[config.mk]
export PLATFORM = sky130hd
export DESIGN_NAME = dn_port_arbiter
export DESIGN_NICKNAME = d
export VERILOG_FILES = /design/src/rtl/dn_port_arbiter.sv
export SDC_FILE = /design/constraint.sdc
export NUM_CORES = 1
export LEC_CHECK = 0
export BUFFER_PORTS_ARGS = -buffer_cell sky130_fd_sc_hd__buf_4
export CORE_ASPECT_RATIO = 1.5
export CORE_UTILIZATION = 48
export DETAILED_ROUTE_END_ITERATION = 6
export MAX_ROUTING_LAYER = met4
export PLACE_DENSITY_LB_ADDON = 0.05
export SLEW_MARGIN = 10
export SYNTH_ARGS = -nofsm -noshare
export SYNTH_HDL_FRONTEND = slang
export SYNTH_SLANG_ARGS = --single-unit
[constraint.sdc]
create_clock -name clk_sys -period 2.2 [get_ports clk_sys]
set_input_delay 0.33 -clock clk_sys [delete_from_list [all_inputs] [get_ports clk_sys]]
set_output_delay 0.33 -clock clk_sys [all_outputs]
set_load 0.01 [all_outputs]
[src/rtl/dn_port_arbiter.sv]
// dn_port_arbiter: shares the download/NVRAM port between the HPS ioctl stream and the hiscore engine
module dn_port_arbiter #(
  parameter int AW = 16,
  parameter int DW = 8,
  parameter logic [7:0] ROM_INDEX = 8'd0,
  parameter logic [7:0] NV_INDEX = 8'd4,
  parameter int PAUSE_SETTLE = 4,
  parameter int WAIT_TIMEOUT = 1023
) (
  input  logic          clk_sys,
  input  logic          reset,
  input  logic          ioctl_download,
  input  logic          ioctl_wr,
  input  logic [7:0]    ioctl_index,
  input  logic [AW-1:0] ioctl_addr,
  input  logic [DW-1:0] ioctl_dout,
  output logic          ioctl_wait,
  input  logic          hs_req,
  input  logic [AW-1:0] hs_addr,
  input  logic          hs_wr,
  input  logic [DW-1:0] hs_wdata,
  output logic          hs_gnt,
  output logic          hs_abort,
  output logic [DW-1:0] hs_rdata,
  output logic          pause_req,
  input  logic          paused,
  output logic [AW-1:0] dn_addr,
  output logic [DW-1:0] dn_data,
  output logic          dn_wr,
  output logic          dn_nvram_wr,
  output logic          dn_nvram,
  input  logic [DW-1:0] dn_din
);
  localparam int TW = $clog2(WAIT_TIMEOUT + 1);
  typedef enum logic [2:0] {IDLE, HPS, PAUSE_WAIT, SETTLE, HS_GRANT, RELEASE} state_t;
  state_t r_state;
  logic [TW-1:0] r_timer;
  logic [3:0] r_settle;
  logic w_hps, w_rom, w_nv, w_idle_hps;
  assign w_idle_hps = (r_state == IDLE) || (r_state == HPS);
  // a download starting in IDLE already owns the port on that cycle
  assign w_hps = ioctl_download && w_idle_hps;
  assign w_rom = ioctl_index == ROM_INDEX;
  assign w_nv = ioctl_index == NV_INDEX;
  always_ff @(posedge clk_sys) begin
    if (reset) begin
      r_state <= IDLE;
      r_timer <= '0;
      r_settle <= '0;
      ioctl_wait <= 1'b0;
      hs_gnt <= 1'b0;
      hs_abort <= 1'b0;
      hs_rdata <= '0;
      pause_req <= 1'b0;
      dn_addr <= '0;
      dn_data <= '0;
      dn_wr <= 1'b0;
      dn_nvram_wr <= 1'b0;
      dn_nvram <= 1'b0;
    end else begin
      dn_wr <= 1'b0;
      dn_nvram_wr <= 1'b0;
      hs_abort <= 1'b0;
      hs_rdata <= dn_din;
      ioctl_wait <= ioctl_download && !w_idle_hps;
      if (w_hps) begin
        dn_addr <= ioctl_addr;
        dn_data <= ioctl_dout;
        dn_wr <= ioctl_wr && w_rom;
        dn_nvram_wr <= ioctl_wr && w_nv;
        dn_nvram <= w_nv;
      end
      case (r_state)
        IDLE:
          if (ioctl_download) r_state <= HPS;
          else if (hs_req) begin
            r_state <= PAUSE_WAIT;
            pause_req <= 1'b1;
            r_timer <= TW'(1);
          end
        HPS:
          if (!ioctl_download) begin
            r_state <= IDLE;
            dn_nvram <= 1'b0;
          end
        PAUSE_WAIT:
          if (ioctl_download || (!paused && r_timer == TW'(WAIT_TIMEOUT))) begin
            r_state <= IDLE;
            pause_req <= 1'b0;
            hs_abort <= 1'b1;
          end else if (!hs_req) begin
            r_state <= RELEASE;
            pause_req <= 1'b0;
          end else if (paused) begin
            r_state <= SETTLE;
            r_settle <= 4'(PAUSE_SETTLE);
          end else if (r_timer != '1) r_timer <= r_timer + 1'b1;
        SETTLE:
          if (ioctl_download) begin
            r_state <= IDLE;
            pause_req <= 1'b0;
            hs_abort <= 1'b1;
          end else if (!hs_req) begin
            r_state <= RELEASE;
            pause_req <= 1'b0;
          end else if (r_settle <= 4'd1) begin
            r_state <= HS_GRANT;
            hs_gnt <= 1'b1;
            dn_nvram <= 1'b1;
          end else r_settle <= r_settle - 1'b1;
        HS_GRANT:
          if (!hs_req) begin
            r_state <= RELEASE;
            hs_gnt <= 1'b0;
            pause_req <= 1'b0;
            dn_nvram <= 1'b0;
          end else begin
            dn_addr <= hs_addr;
            dn_data <= hs_wdata;
            dn_nvram_wr <= hs_wr;
          end
        RELEASE: r_state <= IDLE;
        default: r_state <= IDLE;
      endcase
    end
  end
endmodule
==> results.yml <==
grt:
  grt_antenna_before_repair: 0
  grt_pass1_vias: 2552
  grt_usage_pct: 24.3
  grt_max_degree: 51
  grt_overflow_total: 0
  grt_pass1_wl_um: 11300
critical_path:
  worstPathRequired_ns: 2.42
  critPathTopFamily: "compound AO/OA/AOI/OAI gates"
  slowest_delay_ns: 0.41
  cp_max_fo: 5
  crit_path_end_kind: "flip-flop"
  crit_type: "flip-flop to flip-flop"
  cp-start-kind: "flip-flop"
  crit_path_top_delay_cell: "dfxtp_1"
  worst_ep_arrival_time_ns: 2.20
  path_buf_inv: 1
  timing.critical_path.cells: "inv_1 -> ha_1 -> or2_2 -> and2_4 -> a211oi_2 -> a21oi_1 -> a311oi_1"
  rrSetupSlack_ns: 0.22
timing:
  setup_ws_ns: 0.219
  rsz0062_at_grt: "no"
  tns_ns: 0
  fin_skew_ns: 0.00324
  slew_viol_final: 0
  slew_headroom_pct: 56.8
  fmaxAchievable_mhz: 505
  period_needed_ns: 1.98
  finalSetupViolCount: 0
  final-hold-violation-count: 0
  tightestPinTransition_ns: 0.648
  min_period_over_period_pct: 90.1
logic_synthesis:
  async_reset_ff_share_pct: 0
  synth_top_area_share_pct: 41.4
  ys_types: 54
  syn_area_per_cell_um2: 8.87
  synth_area_leaders: "dfxtp_1 41%, mux2i_1 10%, a211oi_1 7.2%"
  synth_common_cells: "56 x dfxtp_1, 48 x nor2_1, 27 x mux2i_1, 26 x a211oi_1, 13 x a21oi_1"
  synth-seq-cells: 56
  syn_inst: 305
  synth_area_um2: 2710
  synth-edff-count: 0
  ys.flop_type: "dfxtp_1"
  ys_warn_count: 0
  yosys.area.top_type: "dfxtp_1"
  seq_area_frac_synth_pct: 41.4
  synth_most_common_cell: "dfxtp_1"
  syn-num-nets: 379
layout:
  diodes: 0
  final_nets: 480
  fillerInstances: 475
  area_growth_pct: 35.4
  drive_gt1_share_pct: 34.0
  final_area_um2: 3660
cts:
  cts.sinks: 56
  cts_resized: 0
  clk_latency_ns: 0.30
  postCtsSetupRepairBufs: 0
  clock_path_buffers: 2
  hold_buffers: 0
  tritoncts: "done"
  cts-buffers-inserted: 5
  cts-root-buf: "clkbuf_8"
  clk_pin_slew_ns: 0.10
  htreeDepth: 2
floorplan:
  core-area_um2: 5450
  die_h_um: 94.0
  die_w_um: 63.3
  io_pins: 110
  initial_core_util_pct: 49.7
  dieArea_um2: 5950
  num_rows: 33
pwr:
  p_leak_nw: 1.57
  ir_drop_v: 0.000396
  p_per_area_nw_per_um2: 571
detailed_routing:
  firstDrtPassIters: 4
  drtIter0Drc: 233
  routed_wl_um: 6780
  postRouteAntennaNets: 0
  num_vias: 2615
  post-route-drc-count: 0
  vias_per_cell: 5.49
  wl_per_cell_um: 14.3
flow_run:
  cap_violations: 0
status:
  status: "finished, final reports clean"
placed_design:
  pre_cts_ws_ns: 0.221
  gp_congestion: 0.982
  numPortBuffers: 109
  hpwl_um: 4910
  postPlaceCellArea_um2: 3580
min_path:
  hp-class: "input pin to flip-flop"
==> cells in the final DEF (no fill, tap or decap), types with 5 or more instances in the layout <==
master and instances:
o21ai_0 10, a21oi_1 13, dfxtp_1 56, clkbuf_8 5, nor2b_1 9, nor3_1 11
inv_1 7, nand2_1 12, a211oi_1 26, nor2_1 48, buf_4 115, nand3_1 6
mux2i_1 27
==> worst register-to-register path: cells and delay by family, from the launching register on <==
family	cells	cell delay, ns
AOI/OAI and AO/OA	3	0.74
and+or+nand+nor	2	0.48
DFF	1	0.41
adders and majority gates	1	0.22
buffers and inverters	1	0.06
==> area by class of cell <==
type                       count  area [um2]  area share (%)
multi-input combinational    220        1460            40.0
sequential                    56        1120            30.6
timing repair buffer         116         883            24.1
tap                           70        87.6            2.39
clock buffer                   5        68.8            1.88
inverter                       7        26.3           0.717
clock inverter                 2        12.5           0.342
==> worst paths after layout <==
path,start,to,cells past startpoint
worst min-delay path,ioctl_index[2],dn_wr,2
worst min register to register,hs_gnt,hs_gnt,2
worst max register to register,r_settle[0],r_settle[2],7
worst max-delay path,r_settle[0],r_settle[2],7
==> registers in the layout, indices dropped and copies added (netlist names), 3 cells and up <==
signal,flops
dn_addr,16
dn_data,8
hs_rdata,8
r_settle,4
r_state,3
r_timer,10
==> per-stage QoR <==
step	utilization, %	total power, W	hold WS (ns)	cells
global placement	65.7	0.00156	0.470	469
CTS	67.2	0.00212	0.191	476
detailed placement	65.7	0.00157	0.476	469
global route	67.2	0.00219	0.202	476
finish	67.2	0.00209	0.204	476
floorplan	-	0.00136	0.407	305
==> where the power goes <==
part           total (W)  switching (W)  internal [W]
clock           0.000546       0.000329      0.000217
sequential       0.00112      0.0000483       0.00107
combinational   0.000430       0.000191      0.000239
total            0.00209       0.000569       0.00152
==> logic make-up after synthesis <==
group	count (synthesis)	synth area share [%]
AOI/OAI and AO/OA	76	20.3
adders and majority gates	3	1.39
buffers and inverters	29	4.67
DFF	56	41.4
muxes	27	9.99
and+or+nand+nor	114	22.2
==> layer usage <==
metal | global-route usage [%] | vias to the layer above | part of all wire, %
li1 | - | 1315 | -
met3 | 4.13 | 14 | 4.7
met5 | - | - | 0
met1 | 27.0 | 1192 | 42
met4 | 11.4 | 0 | 2.4
met2 | 42.0 | 94 | 51
(Power assumes the default switching activity.)
